--- config.mk ---
export PLATFORM = sky130hd
export DESIGN_NAME = dig_ct_pipe
export DESIGN_NICKNAME = d
export VERILOG_FILES = /design/src/rtl/dig_ct_pipe.sv
export SDC_FILE = /design/constraint.sdc
export NUM_CORES = 1
export LEC_CHECK = 0
export CORE_UTILIZATION = 48
export DETAILED_ROUTE_END_ITERATION = 10
export GPL_ROUTABILITY_DRIVEN = 0
export PLACE_DENSITY = 0.76
export SLEW_MARGIN = 30
export SYNTH_ARGS = -nofsm -noshare
export SYNTH_HDL_FRONTEND = slang
export SYNTH_SLANG_ARGS = --single-unit
--- constraint.sdc ---
create_clock -name CLK -period 2.1 [get_ports CLK]
set_input_delay 0.42 -clock CLK [delete_from_list [all_inputs] [get_ports CLK]]
set_output_delay 0.42 -clock CLK [all_outputs]
set_load 0.01 [all_outputs]
--- src/rtl/dig_ct_pipe.sv ---
// dig_ct_pipe: CH independent channels of a runtime-programmable two-stage
// bitwise function R = f_OP2(f_OP1(A, B), C). Each result is followed by
// PIPE register stages with valid tracking, a global hold and a saturating
// count of delivered valid results.
//
// Ports:
//   CLK       rising-edge clock
//   RST_N     asynchronous active-low reset
//   IN_A/B/C  operands, channel k at [k*WIDTH +: WIDTH]
//   IN_VALID  operands valid this cycle
//   HOLD      freeze pipeline (data and valid) and counter
//   CFG_WE    config write strobe (accepted regardless of HOLD)
//   CFG_CH    channel to configure; out-of-range writes are ignored
//   CFG_OP    {OP2[5:3], OP1[2:0]}
//   OUT       last pipeline stage data, same packing as operands
//   OUT_VALID last pipeline stage valid
//   VAL_CNT   saturating count of valid results loaded into the last stage
module dig_ct_pipe #(
    parameter int unsigned WIDTH = 1,
    parameter int unsigned CH    = 3,
    parameter int unsigned PIPE  = 1,
    parameter int unsigned CNT_W = 8
) (
    input  logic                                  CLK,
    input  logic                                  RST_N,
    input  logic [CH*WIDTH-1:0]                   IN_A,
    input  logic [CH*WIDTH-1:0]                   IN_B,
    input  logic [CH*WIDTH-1:0]                   IN_C,
    input  logic                                  IN_VALID,
    input  logic                                  HOLD,
    input  logic                                  CFG_WE,
    input  logic [((CH > 1) ? $clog2(CH) : 1)-1:0] CFG_CH,
    input  logic [5:0]                            CFG_OP,
    output logic [CH*WIDTH-1:0]                   OUT,
    output logic                                  OUT_VALID,
    output logic [CNT_W-1:0]                      VAL_CNT
);

    localparam int unsigned CW        = (CH > 1) ? $clog2(CH) : 1;
    localparam int unsigned DW        = CH * WIDTH;
    localparam logic [5:0]  CFG_RESET = 6'b010_011;  // OP2=NAND, OP1=NOR
    localparam logic [CNT_W-1:0] CNT_MAX = '1;

    // Bitwise op selected by a 3-bit code.
    function automatic logic [WIDTH-1:0] bitop(input logic [2:0] op,
                                               input logic [WIDTH-1:0] x,
                                               input logic [WIDTH-1:0] y);
        logic [WIDTH-1:0] r;
        case (op)
            3'd0:    r = x & y;
            3'd1:    r = x | y;
            3'd2:    r = ~(x & y);
            3'd3:    r = ~(x | y);
            3'd4:    r = x ^ y;
            3'd5:    r = ~(x ^ y);
            3'd6:    r = x & ~y;
            default: r = x | ~y;
        endcase
        return r;
    endfunction

    logic [5:0]       cfg_q  [CH];
    logic [WIDTH-1:0] s1_c   [CH];
    logic [DW-1:0]    res_c;
    logic [DW-1:0]    data_q [PIPE];
    logic [PIPE-1:0]  vld_q;
    logic [CNT_W-1:0] cnt_q;
    logic             last_vld_nxt_c;

    // Per-channel config registers; writes to channels >= CH match no k.
    always_ff @(posedge CLK or negedge RST_N) begin
        if (!RST_N) begin
            for (int k = 0; k < CH; k++) cfg_q[k] <= CFG_RESET;
        end else begin
            for (int k = 0; k < CH; k++) begin
                if (CFG_WE && (CFG_CH == CW'(k))) cfg_q[k] <= CFG_OP;
            end
        end
    end

    // Two-stage function per channel, on the current (old) config.
    always_comb begin
        res_c = '0;
        for (int k = 0; k < CH; k++) begin
            s1_c[k] = bitop(cfg_q[k][2:0], IN_A[k*WIDTH +: WIDTH], IN_B[k*WIDTH +: WIDTH]);
            res_c[k*WIDTH +: WIDTH] = bitop(cfg_q[k][5:3], s1_c[k], IN_C[k*WIDTH +: WIDTH]);
        end
    end

    // Valid bit that the next non-held edge will load into the last stage.
    if (PIPE == 1) begin : g_last_p1
        assign last_vld_nxt_c = IN_VALID;
    end else begin : g_last_pn
        assign last_vld_nxt_c = vld_q[PIPE-2];
    end

    // Data/valid shift pipeline; HOLD freezes every stage.
    always_ff @(posedge CLK or negedge RST_N) begin
        if (!RST_N) begin
            for (int i = 0; i < PIPE; i++) data_q[i] <= '0;
            vld_q <= '0;
        end else if (!HOLD) begin
            data_q[0] <= res_c;
            vld_q[0]  <= IN_VALID;
            for (int i = 1; i < PIPE; i++) begin
                data_q[i] <= data_q[i-1];
                vld_q[i]  <= vld_q[i-1];
            end
        end
    end

    // Saturating count of valid results reaching the output.
    always_ff @(posedge CLK or negedge RST_N) begin
        if (!RST_N) begin
            cnt_q <= '0;
        end else if (!HOLD && last_vld_nxt_c && (cnt_q != CNT_MAX)) begin
            cnt_q <= cnt_q + CNT_W'(1);
        end
    end

    assign OUT       = data_q[PIPE-1];
    assign OUT_VALID = vld_q[PIPE-1];
    assign VAL_CNT   = cnt_q;

endmodule

Word level (Yosys, flattened, before mapping):

Index checks and enable logic that the tools add are counted.

* multiplexer cells: 6
* bitwise logic cells: 54
* equal/unequal tests: 39
* reductions and logical operators: 13
* add/sub/neg operators: 1

Operators by type and width (count)
* == test 3 bit (second input constant): 18
* case mux 1 bit (7 select lines): 6
* == test 3 x 2 -> 1 bit (second input constant): 12
* NOT 1 bit: 24
* == test 3 x 1 -> 1 bit (second input constant): 6
* logical NOT 3 bit: 6
* bitwise AND 1 bit: 12
* bitwise OR 1 bit: 12
* adder 8 x 1 -> 8 bit (second input constant): 1
* != test 8 bit (second input constant): 1
* bitwise XOR 1 bit: 6
* logical AND 1 bit: 5
* == test 2 x 1 -> 1 bit (second input constant): 1
* == test 2 bit (second input constant): 1
* logical NOT 2 bit: 1
* logical NOT 1 bit: 1

* input bits: 22
* output and inout port bits: 12
* register bits after elaboration: 30
* word-level logic and storage cells: 119

Logic depth before layout (Yosys ltp):

* word-level depth: 6
* mapped depth: 11

Least setup slack after synthesis:

Ideal clock, no wire load.

* path kind: input -> register
* start point: input IN_B[1]
* end point: register data_q (netlist bit OUT[1])
* path slack: -57 ps
* buffers on the path: 0
* stages: 9
* arrival time: 2083 ps
* cell sequence: inv_1 > ha_1 > mux2i_1 > o21ai_1 > mux2_2 > ha_1 > nor2b_1 > o311a_2 > o21ai_2

* word-level cells in the longest chain between the ends: 6
* elaborated cells on any way between the ends: 19

Ends and longest elaborated chain
* from (decl): RTL line 27 `input logic [CH*WIDTH-1:0] IN_B,`
* NOT 1 bit, or another cell as far along: RTL line 56, 57
* bitwise OR 1 bit, or another cell as far along: RTL line 57 `default: r = x | ~y;`
* case mux 1 bit (7 select lines) (*): RTL line 49 `case (op)`
* bitwise XOR 1 bit, or another cell as far along: RTL line 54, 55
* NOT 1 bit, on equally long branches: RTL line 55, 52, 53
* case mux 1 bit (7 select lines) (*): RTL line 49
* to (signal, indexed assignment): RTL line 106 `data_q[i] <= data_q[i-1];`
* to (decl): RTL line 65 `logic [DW-1:0] data_q [PIPE];`

Mark *: on every way between the ends. The rest lies on a longest branch, timed or not.
A chain may end at the register's enable or synchronous reset.

Worst setup path in the final report:

* start point: register cfg_q[1] (netlist name)
* end point: register data_q (netlist bit OUT[2])

* word-level cells in the longest chain between the ends: 5
* elaborated cells on any way between the ends: 17

Ends and longest elaborated chain
* from (decl): RTL line 62 `logic [5:0] cfg_q [CH];`
* from (signal, indexed assignment): RTL line 76 `if (CFG_WE && (CFG_CH == CW'(k))) cfg_q[k] <= CFG_OP;`
* == test 3 bit, or another cell as far along: RTL line 49
* case mux 1 bit (7 select lines) (*): RTL line 49
* bitwise XOR 1 bit, or another cell as far along: RTL line 54, 55
* NOT 1 bit, on equally long branches: RTL line 55, 52, 53
* case mux 1 bit (7 select lines) (*): RTL line 49

Marked as above.

==> flow_summary.ini <==
[global_routing]
grt_max_degree = 31
track_usage = 0.200
grt_pass1_vias = 1580
antenna_found_initial = 0
grt_pass1_wl_um = 6670
grt_overflow_total = 0

[floorplan]
ioPinCount = 34
die_w_um = 66.8
row_count = 23
core_um2 = 4030
start_util = 0.500
die_y_um = 66.8
dieArea_um2 = 4460

[route]
final_antenna_net_count = 0
dr.pass1.iters = 4
drt_iter0_markers = 71
wirelength_um = 4080
viasPerCell = 5.31
vias = 1513
drc = 0
post_drt_wl_per_cell_um = 14.3

[sta]
hold_viol_final = 0
finalMaxSlewViolations = 0
period_minus_slack_ps = 2160
rsz0062_at_grt = yes
max_freq_mhz = 463
tns_ps = -70.0
slew_headroom = 0.749
setup_slack_ps = -59.3
finalCritPeriodShare = 1.03
setup_violations = 2
skew_ps = 5.18
worst_pin_slew_ps = 377
holdWs_ps = 489

[cells_and_area]
nets = 281
diodes = 0
nFillCells = 308
mostFrequentLayoutCell = clkdlybuf4s50_1
final_cells = 285
final_area_um2 = 2740
drive_gt1_frac = 0.404
fin_util = 0.679
areaGrowthSynthToFinish_pct = 35.8
layout_common_cells = clkdlybuf4s50_1 (27), dfrtp_1 (21), mux2_2 (16), buf_4 (16), ha_1 (15)

[logic_synthesis]
yosysTopAreaCell = dfrtp_1
synth.distinct_cells = 42
syn-num-nets = 225
synth_area_um2 = 2010
synthCells = 178
synthTopCellsByArea = dfrtp_1 (26%), ha_1 (16%), dfstp_2 (12%)
ys_ff_latch = 30
synth_top_area_frac = 0.261
yosysSeqAreaShare = 0.378
syn_avg_cell_area_um2 = 11.3
yosysWarnings = 0

[placed_design]
place_ws_ps = -712
portBuffers = 33
placed_cells = 273
place_area_um2 = 2520
place_hpwl_um = 3110

[clock_network]
clk_pin_slew_worst_paths_ps = 60
clk_latency_ps = 270
cts_buffer_depth = 2
cts_sinks = 30
holdBufCountCts = 0
clockRootBuffer = clkbuf_8
cts_tree = yes
htreeDepth = 2
numCtsBuffers = 5

[hold_path]
hp-class = reg2reg
whs_path_depth = 2

[worst_setup_path]
required_ps = 2310
startpoint_type = flop
end_kind = flop
r2r_cells = 9
critPathKind = reg2reg
crit_fanout = 4
worst_ep_arrival_time_ps = 2370

[pwr]
power_mw = 2.39
vdd_drop_max_v = 0.000385
p_leak_nw = 1.23
p_per_area_nw_per_um2 = 875

[outcome]
violations = negative setup slack
status = finished with violations

[job]
max_cap_violations = 0
-- layout make-up --
| type | count | area, um2 | area share |
|---|---|---|---|
| flip-flops and latches | 30 | 762 | 0.278 |
| repair buffers | 50 | 455 | 0.166 |
| clock buffers | 8 | 90.1 | 0.0329 |
| inverters | 14 | 52.6 | 0.0192 |
| multi-input cells | 133 | 1310 | 0.480 |
| well taps | 50 | 62.6 | 0.0229 |
-- registers in the layout (all words and copies together) (netlist names) --
signal	flops
VAL_CNT	8
OUT_VALID	1
cfg_q	18
OUT	3
-- logic make-up after synthesis --
| family | after synthesis | synth area share |
|---|---|---|
| compound gates | 29 | 0.104 |
| flops | 30 | 0.378 |
| fa+ha+maj | 25 | 0.155 |
| buf+inv | 15 | 0.0317 |
| xor+xnor | 6 | 0.0261 |
| simple gates | 41 | 0.130 |
| mux | 32 | 0.175 |
-- critical path: stages, from the launching register on --
cell and delay [ps]:
dfstp_2 580, mux2i_1 230, nand2_1 120, o21ai_2 100
mux2i_2 100, ha_2 190, and2_4 150, or3_4 310
a31o_1 190, o21ai_2 120
-- what timing repair did --
item	in CTS	in global routing
resized for setup	34	8
pin swaps	18	10
endpoints found under the setup margin	3	3
buffers inserted	4	0
-- power breakdown --
group / leakage, nW / total (mW) / internal, mW / switching, mW
clock network: 0.0455 / 0.467 / 0.267 / 0.201
registers: 0.350 / 0.942 / 0.751 / 0.190
logic: 0.834 / 0.984 / 0.603 / 0.381
-- synth_stat cells, drive strengths merged --
cell type / count
ha: 25
mux2: 22
dfrtp: 21
inv: 14
o21ai: 12
mux2i: 10
dfstp: 9
nand2: 9
nor2b: 9
xnor2: 5
and2: 4
nor2: 4
nand3: 3
o21a: 3
o311a: 3
a21oi: 2
a31o: 2
and2b: 2
nand3b: 2
nor3: 2
o211ai: 2
or3: 2
a21o: 1
a31oi: 1
a41oi: 1
and3: 1
and4b: 1
buf: 1
nand4: 1
nor3b: 1
o211a: 1
o31ai: 1
xor2: 1
-- metal layers --
layer | GRT usage | wire length (um) | up-vias
li1 | - | - | 738
met3 | 0.0445 | 144 | 7
met2 | 0.388 | 2290 | 39
met5 | 0 | 0 | -
met4 | 0.0532 | 47 | 0
met1 | 0.213 | 1590 | 729
-- worst paths after layout --
kind	from	to	slack [ps]
worst min-delay path	OUT[0]	OUT[0]	490
max in group asynchronous	RST_N	cfg_q[10]	1250
worst min register to register	OUT[0]	OUT[0]	490
worst max register to register	cfg_q[1]	OUT[2]	-60
worst max-delay path	cfg_q[1]	OUT[2]	-60
min in group asynchronous	RST_N	VAL_CNT[0]	530
(Power assumes the default switching activity.)
